## src/rtl/sha256_host.sv

```systemverilog
// Feeds one buffered 64-byte block to the sha256 core on its sampling cycles and collects the 16 digest words.
// Digest valid 115 cycles after the last input byte; out_ready low holds the digest and blocks new input.
module sha256_host #(
  parameter int FEED_LEN  = 64,
  parameter int CAP_FIRST = 98,
  parameter int CAP_LAST  = 113
) (
  input  logic         clk,
  input  logic         rst_n,
  input  logic         in_valid,
  output logic         in_ready,
  input  logic [7:0]   in_data,
  output logic         out_valid,
  input  logic         out_ready,
  output logic [255:0] digest,
  output logic         core_load,
  output logic [7:0]   core_msg,
  input  logic [15:0]  core_hash
);

  typedef enum logic [1:0] {FILL, LOAD, RUN, OUT} state_e;

  state_e       state_q, state_d;
  logic [7:0]   blk_q [FEED_LEN];
  logic [7:0]   blk_d [FEED_LEN];
  logic [5:0]   idx_q, idx_d;
  logic [6:0]   cnt_q, cnt_d;
  logic [255:0] digest_q, digest_d;

  logic         in_feed;
  logic         in_cap;
  logic [5:0]   feed_idx;
  logic [3:0]   cap_word;

  // cnt counts cycles since LOAD, so cnt-1 is the byte the core samples now
  assign feed_idx = 6'(cnt_q - 7'd1);
  assign cap_word = 4'(cnt_q - 7'(CAP_FIRST));
  assign in_feed  = (state_q == RUN) && (cnt_q >= 7'd1) && (cnt_q <= 7'(FEED_LEN));
  assign in_cap   = (state_q == RUN) && (cnt_q >= 7'(CAP_FIRST)) && (cnt_q <= 7'(CAP_LAST));

  always_ff @(posedge clk or negedge rst_n) begin
    if (!rst_n) begin
      state_q <= FILL;
    end else begin
      state_q <= state_d;
    end
  end

  always_comb begin
    state_d = state_q;
    case (state_q)
      FILL: if (in_valid && (idx_q == 6'(FEED_LEN - 1))) state_d = LOAD;
      LOAD: state_d = RUN;
      RUN:  if (cnt_q == 7'(CAP_LAST)) state_d = OUT;
      OUT:  if (out_ready) state_d = FILL;
      default: state_d = FILL;
    endcase
  end

  always_comb begin
    in_ready  = (state_q == FILL);
    core_load = (state_q == LOAD);
    out_valid = (state_q == OUT);
    core_msg  = in_feed ? blk_q[feed_idx] : 8'h00;
    digest    = digest_q;
  end

  always_comb begin
    blk_d    = blk_q;
    idx_d    = idx_q;
    cnt_d    = cnt_q;
    digest_d = digest_q;
    if ((state_q == FILL) && in_valid) begin
      blk_d[idx_q] = in_data;
      idx_d        = idx_q + 6'd1;
    end
    if (state_q == LOAD) begin
      cnt_d = 7'd1;
    end else if (state_q == RUN) begin
      cnt_d = cnt_q + 7'd1;
    end else if ((state_q == OUT) && out_ready) begin
      cnt_d = 7'd0;
    end
    if (in_cap) begin
      for (int w = 0; w < 16; w++) begin
        if (cap_word == 4'(w)) digest_d[255 - 16*w -: 16] = core_hash;
      end
    end
  end

  always_ff @(posedge clk or negedge rst_n) begin
    if (!rst_n) begin
      for (int i = 0; i < FEED_LEN; i++) blk_q[i] <= 8'h00;
      idx_q    <= 6'd0;
      cnt_q    <= 7'd0;
      digest_q <= 256'd0;
    end else begin
      blk_q    <= blk_d;
      idx_q    <= idx_d;
      cnt_q    <= cnt_d;
      digest_q <= digest_d;
    end
  end

endmodule

```

## config.mk

```make
export PLATFORM = sky130hd
export DESIGN_NAME = sha256_host
export DESIGN_NICKNAME = d
export VERILOG_FILES = /design/src/rtl/sha256_host.sv
export SDC_FILE = /design/constraint.sdc
export NUM_CORES = 1
export LEC_CHECK = 0
export CAP_MARGIN = 30
export CORE_ASPECT_RATIO = 0.7
export CORE_MARGIN = 1
export CORE_UTILIZATION = 63
export DETAILED_ROUTE_END_ITERATION = 8
export MAX_ROUTING_LAYER = met4
export PLACE_DENSITY = 0.91
export SLEW_MARGIN = 20
export SYNTH_ARGS = -nofsm -noshare
export SYNTH_HDL_FRONTEND = slang
export SYNTH_SLANG_ARGS = --single-unit
```

## constraint.sdc

```tcl
create_clock -name clk -period 12.09 [get_ports clk]
set_clock_uncertainty 0.15 [all_clocks]
set_input_delay 2.418 -clock clk [delete_from_list [all_inputs] [get_ports clk]]
set_output_delay 2.418 -clock clk [all_outputs]
set_load 0.05 [all_outputs]
```

==> impl_metrics.tcl, run 1 <==
set metrics [dict create \
    status "completed" \
    num_io_pins 295 \
    setup_viol 0 \
    worst_path_max_delay_cell "buf_4" \
    synth_cell_types 53 \
    fmax_mhz 113 \
    power_density_nw_per_um2 133 \
    critical_path.endpoint_type "output port" \
    place.detailed.hpwl_um 57800 \
    cts_hold_buf 0 \
    die_y_um 198 \
    overflow 0 \
    fin_cells 3288 \
    cts.sinks 783 \
    drt-total-wl_um 89700 \
    wl_per_cell_um 27.3 \
    synth.avg_cell_area_um2 15.4 \
    track_usage_pct 33.6 \
    gp_congestion 0.864 \
    yosysMostFrequentCell "dfrtp_1" \
    clk_latency_ps 620 \
    grt_pass1_vias 22034 \
    grt_max_degree 184 \
    yosys-top-cells-count "dfrtp_1, mux2_2, mux4_2" \
    fin_crit_ps 8840 \
    critPathArrivalTime_ps 6270 \
    dieArea_um2 56000 \
    crit_fanout 66 \
    synthTopCellsByArea "dfrtp_1, mux2_2, mux4_2, mux2_4, mux2i_1" \
    synth_area_um2 34700 \
    num_vias 20962 \
    cap_violations 0 \
    startpoint_type "flop" \
    row_count 71 \
    synth_area_leader_cell "dfrtp_1" \
    dp.cells 3143 \
    antenna_found_initial 2 \
    yosysWarnings 0 \
    grt_pass1_wl_um 137000 \
    finalHoldViolations 0 \
    critical_path_class "flop to output port" \
    finalSetupTns_ps 0 \
    fin_total_pwr_mw 5.40 \
    drt_first_pass_iters 6 \
    initial_core_util_pct 64.2 \
    critPathRequiredTime_ps 9520 \
    ys_dominant_reg_cell "dfrtp_1" \
    htreeDepth 3 \
    drc 0 \
    num-fill-cells 3116 \
    netlist_instances 2256 \
    async_reset_ff_share_pct 100 \
    drt_iter0_drc 1640 \
    synth_top_area_share_pct 56.5 \
    clk_pin_slew_ps 60 \
    cts_root_buf "clkbuf_16" \
    rsz0062_at_grt "false" \
    synth_edf_count 0 \
    avgViaCountPerCell 6.38 \
    slew-limit-headroom_pct 28.3 \
    max_stage_delay_ps 810 \
    ir_worst_vdd_uv 104 \
    period_share_pct 73.1 \
    drv_slew 0 \
    cts_tree "yes" \
    io_buffer_count 294 \
    p_leak_nw 19.1 \
    core_um2 54000 \
    cts_resized 0 \
    worst_pin_slew_ps 1080 \
    antenna_left 0 \
    crit_chain "inv_1 -> ha_4 -> buf_4 -> mux4_2 -> mux2i_1 -> o22ai_1 -> nor4_1 -> nor3_1 -> clkdlybuf4s50_1" \
    cts.path.max_buffers 3 \
    area_delta_synth_final_pct 17.1 \
    postCtsSetupBuffers 0 \
    nets 2541 \
    ys_ff_latch 783 \
    die_w_um 283 \
    drive_gt1_share_pct 42.0 \
    hp-class "flop to flop" \
    cts_made_buffers 74 \
    yosysSeqAreaShare_pct 56.5 \
    synth_nets 2296 \
]
final timing paths:
kind,from,end,slack [ps],cells past startpoint
max,cnt_q[0]$_DFFE_PN0P_,core_msg[1],3250,9
min,blk_q[257]$_DFFE_PN0P_,blk_q[257]$_DFFE_PN0P_,350,1
max reg2reg,cnt_q[0]$_DFFE_PN0P_,digest[66]$_DFFE_PN0P_,7680,8
min reg2reg,blk_q[257]$_DFFE_PN0P_,blk_q[257]$_DFFE_PN0P_,350,1
max in group asynchronous,rst_n,digest[0]$_DFFE_PN0P_,8010,4
min in group asynchronous,rst_n,blk_q[497]$_DFFE_PN0P_,1690,1
critical path: cells and delay by family (launching register included):
family                   cells  cell delay (ps)
buffers and inverters        3             2160
multiplexers                 2              850
AND/OR/NAND/NOR              2              820
flip-flops                   1              800
adder cells (fa/ha/maj)      1              700
AO/OA/AOI/OAI                1              240
placed cells by master, fill, tap and decap left out, types with 17 or more instances in the layout:
cell type,count
a21oi_1,17
clkbuf_1,23
mux2_2,672
nand2_1,114
buf_4,23
nor2_1,62
clkbuf_16,76
mux2_4,100
clkdlybuf4s50_1,285
mux2i_1,44
dfrtp_1,782
mux4_2,115
cells by family (layout without fill, tap and decap cells):
logic type      count (synthesis)  count (layout)  synth area share, %
flops                         783             783                 56.5
compound gates                 77              77                 1.58
other cells                     0               3                    0
simple gates                  273             273                 4.13
fa+ha+maj                      12              12                0.433
buf+inv                       167             466                 2.20
xor+xnor                       13              13                0.328
mux                           931             931                 34.9
power breakdown:
group / switching, mW / leakage, nW / total [mW] / internal (mW)
clock: 1.01 / 1.15 / 2.28 / 1.27
combinational: 0.301 / 7.66 / 0.429 / 0.129
sequential: 0.0260 / 10.3 / 2.69 / 2.66
flip-flops by register name, summed over array words and instances, names as in the netlist:
register,count
cnt_q,7
blk_q,512
digest,256
idx_q,6
state_q,2
per-layer routing:
layer	share of wire [%]	track usage, %	up-vias
met2	47	49.4	871
met4	3.5	11.8	0
met5	0	-	-
li1	-	-	8706
met3	7.8	8.14	209
met1	41	46.2	11176
layout make-up:
| type | count | area [um^2] | share of cell area (%) |
|---|---|---|---|
| clock inverters | 17 | 155 | 0.382 |
| well taps | 730 | 913 | 2.25 |
| flip-flops and latches | 783 | 19600 | 48.2 |
| clock buffers | 113 | 2180 | 5.37 |
| multi-input cells | 1306 | 14400 | 35.4 |
| inverters | 6 | 22.5 | 0.0554 |
| repair buffers | 330 | 3360 | 8.27 |
| diodes | 3 | 7.51 | 0.0185 |
metrics by stage:
step	cell area (um^2)	util, %	hold WS [ps]	setup slack [ps]
6_report	40600	75.2	352	3250
5_1_grt	40600	75.2	355	3020
4_1_cts	40500	74.9	352	3350
3_5_place_dp	38100	70.6	338	4020
3_3_place_gp	38000	70.3	332	4090
2_1_floorplan	34700	-	324	5660
Note: power is estimated with default switching activity, not from simulation.
==> run 2: changes to the inputs <==
- CORE_UTILIZATION: 63 -> 58
- PLACE_DENSITY: 0.91 -> 0.85
- clock period: 12.09 -> 8.2 ns (I/O delays scaled with it)
==> run 2 against run 1 <==
Net effect: total power is 50% higher; first-iteration DRC count is 2.1% higher; via count is 0.50% higher; sequential power is 47% higher; count of clock-buffer cells in the layout is 2 lower; register-to-register slack worse by 3500 ps; cell count is 2.1% higher; flip-flop and latch count stayed put; non-clock buffer count is 3 lower; routed wire length is 0.22% lower; critical path type unchanged; largest cell class unchanged.
==> impl_metrics.tcl, run 2 (synthesized netlist as in run 1, its figures left out) <==
set metrics [dict create \
    period_share_pct 89.4 \
    drt-total-wl_um 89500 \
    critPathRequiredTime_ps 6410 \
    cts_root_buf "clkbuf_16" \
    min_from "blk_q[441]$_DFFE_PN0P_" \
    hp-class "flop to flop" \
    p_leak_nw 19.2 \
    reg2reg_to "digest[16]$_DFFE_PN0P_" \
    finalHoldViolations 0 \
    cap_violations 0 \
    die_w_um 294 \
    drc 0 \
    cts_made_buffers 74 \
    htreeDepth 3 \
    holdWs_ps 348 \
    rr_worst_depth 8 \
    gp_congestion 0.877 \
    crit_chain "inv_1 -> buf_4 -> ha_4 -> buf_4 -> mux4_2 -> mux2i_1 -> o221ai_1 -> a211oi_1 -> nor3_1 -> clkdlybuf4s50_1" \
    layout_commonest_cell "dfrtp_1" \
    critical_path_class "flop to output port" \
    cts_tree "yes" \
    wl_per_cell_um 26.6 \
    critPathBufInv 4 \
    grt_pass1_wl_um 136000 \
    power_density_nw_per_um2 199 \
    ir_worst_vdd_uv 138 \
    finalSetupTns_ps 0 \
    rrSetupSlack_ps 4180 \
    antenna_left 0 \
    setup_viol 0 \
    fin_crit_ps 7330 \
    cts_hold_buf 0 \
    worst_path_max_delay_cell "buf_4" \
    worst_pin_slew_ps 1020 \
    max_stage_delay_ps 750 \
    crit_fanout 49 \
    cts_resized 0 \
    cp_common_cell "buf_4" \
    path_delay_family "buffers and inverters" \
    regMostFlops "blk_q" \
    overflow 0 \
    hold_path_depth 1 \
    drive_gt1_share_pct 42.0 \
    r2r-start "cnt_q[0]$_DFFE_PN0P_" \
    drv_slew 0 \
    dieArea_um2 60800 \
    grt_max_degree 196 \
    area_delta_synth_final_pct 17.6 \
    postCtsSetupBuffers 0 \
    cts.sinks 783 \
    num-fill-cells 3773 \
    die_y_um 207 \
    place.detailed.hpwl_um 59100 \
    antenna_found_initial 7 \
    avgViaCountPerCell 6.27 \
    nets 2538 \
    critPathArrivalTime_ps 5540 \
    startpoint_type "flop" \
    layout_common_cells "dfrtp_1, mux2_2, clkdlybuf4s50_1" \
    row_count 74 \
    io_buffer_count 294 \
    track_usage_pct 30.7 \
    fin_total_pwr_mw 8.12 \
    num_vias 21066 \
    clk_pin_slew_ps 60 \
    clk_latency_ps 630 \
    status "completed" \
    initial_core_util_pct 59.1 \
    cts.path.max_buffers 3 \
    core_um2 58700 \
    whs_endpoint "blk_q[441]$_DFFE_PN0P_" \
    num_io_pins 295 \
    largest_register_ff_count 512 \
    grt_pass1_vias 21687 \
    drt_first_pass_iters 7 \
    drt_iter0_drc 1675 \
    rsz0062_at_grt "false" \
    critical_path.endpoint_type "output port" \
    fmax_mhz 136 \
    utilization_pct 69.5 \
    slew-limit-headroom_pct 31.7 \
]
-- run 2: cell types whose count changed in the layout (fill, tap and decap cells not counted), moves of 2 or more --
cell / delta
buf_4: -2
bufinv_16: +4
clkinvlp_4: +2
inv_6: -2
clkbuf_1: -4
diode_2: +4
-- run 2: how the worst max path moves through the flow --
stage | start | end | slack (ps) | cells past startpoint
6_report | cnt_q[0]$_DFFE_PN0P_ | core_msg[3] | 870 | 10
4_1_cts | cnt_q[0]$_DFFE_PN0P_ | core_msg[3] | 960 | 10
2_1_floorplan | cnt_q[0]$_DFFE_PN0P_ | core_msg[0] | 2540 | 14
3_3_place_gp | cnt_q[0]$_DFFE_PN0P_ | core_msg[3] | 1610 | 10
3_5_place_dp | cnt_q[0]$_DFFE_PN0P_ | core_msg[3] | 1670 | 10
5_1_grt | cnt_q[0]$_DFFE_PN0P_ | core_msg[3] | 740 | 10
-- run 2: final cells by class --
class	count	area, um^2	area share (%)
diodes	7	17.5	0.0429
clock buffers	111	2200	5.40
clock inverters	20	272	0.665
inverters	6	22.5	0.0552
multi-input cells	1306	14400	35.3
flip-flops and latches	783	19600	48.0
well taps	798	998	2.45
repair buffers	327	3310	8.12
-- run 2: layer usage --
layer	track usage, %	wire, um
met1	42.5	37800
met2	44.2	41300
met3	7.46	6870
met4	11.5	3460
met5	-	0
-- run 2: through the flow --
stage | cells | area (um^2) | setup slack [ps]
5_1_grt | 3357 | 40800 | 740
2_1_floorplan | 2256 | 34700 | 2540
4_1_cts | 3347 | 40700 | 961
3_3_place_gp | 3210 | 38100 | 1610
3_5_place_dp | 3216 | 38200 | 1670
6_report | 3358 | 40800 | 867
-- run 2: worst register-to-register path, stage by stage (launching register included) --
cell,delay (ps)
dfrtp_4,430
buf_12,430
ha_1,790
nand2b_1,180
a41o_1,310
a221oi_4,210
buf_4,380
nand3_2,550
mux2_2,480
-- run 2: power by group --
part / internal (mW) / leakage (nW) / switching, mW
sequential: 3.93 / 10.3 / 0.0372
clock: 2.03 / 1.21 / 1.50
combinational: 0.189 / 7.63 / 0.443
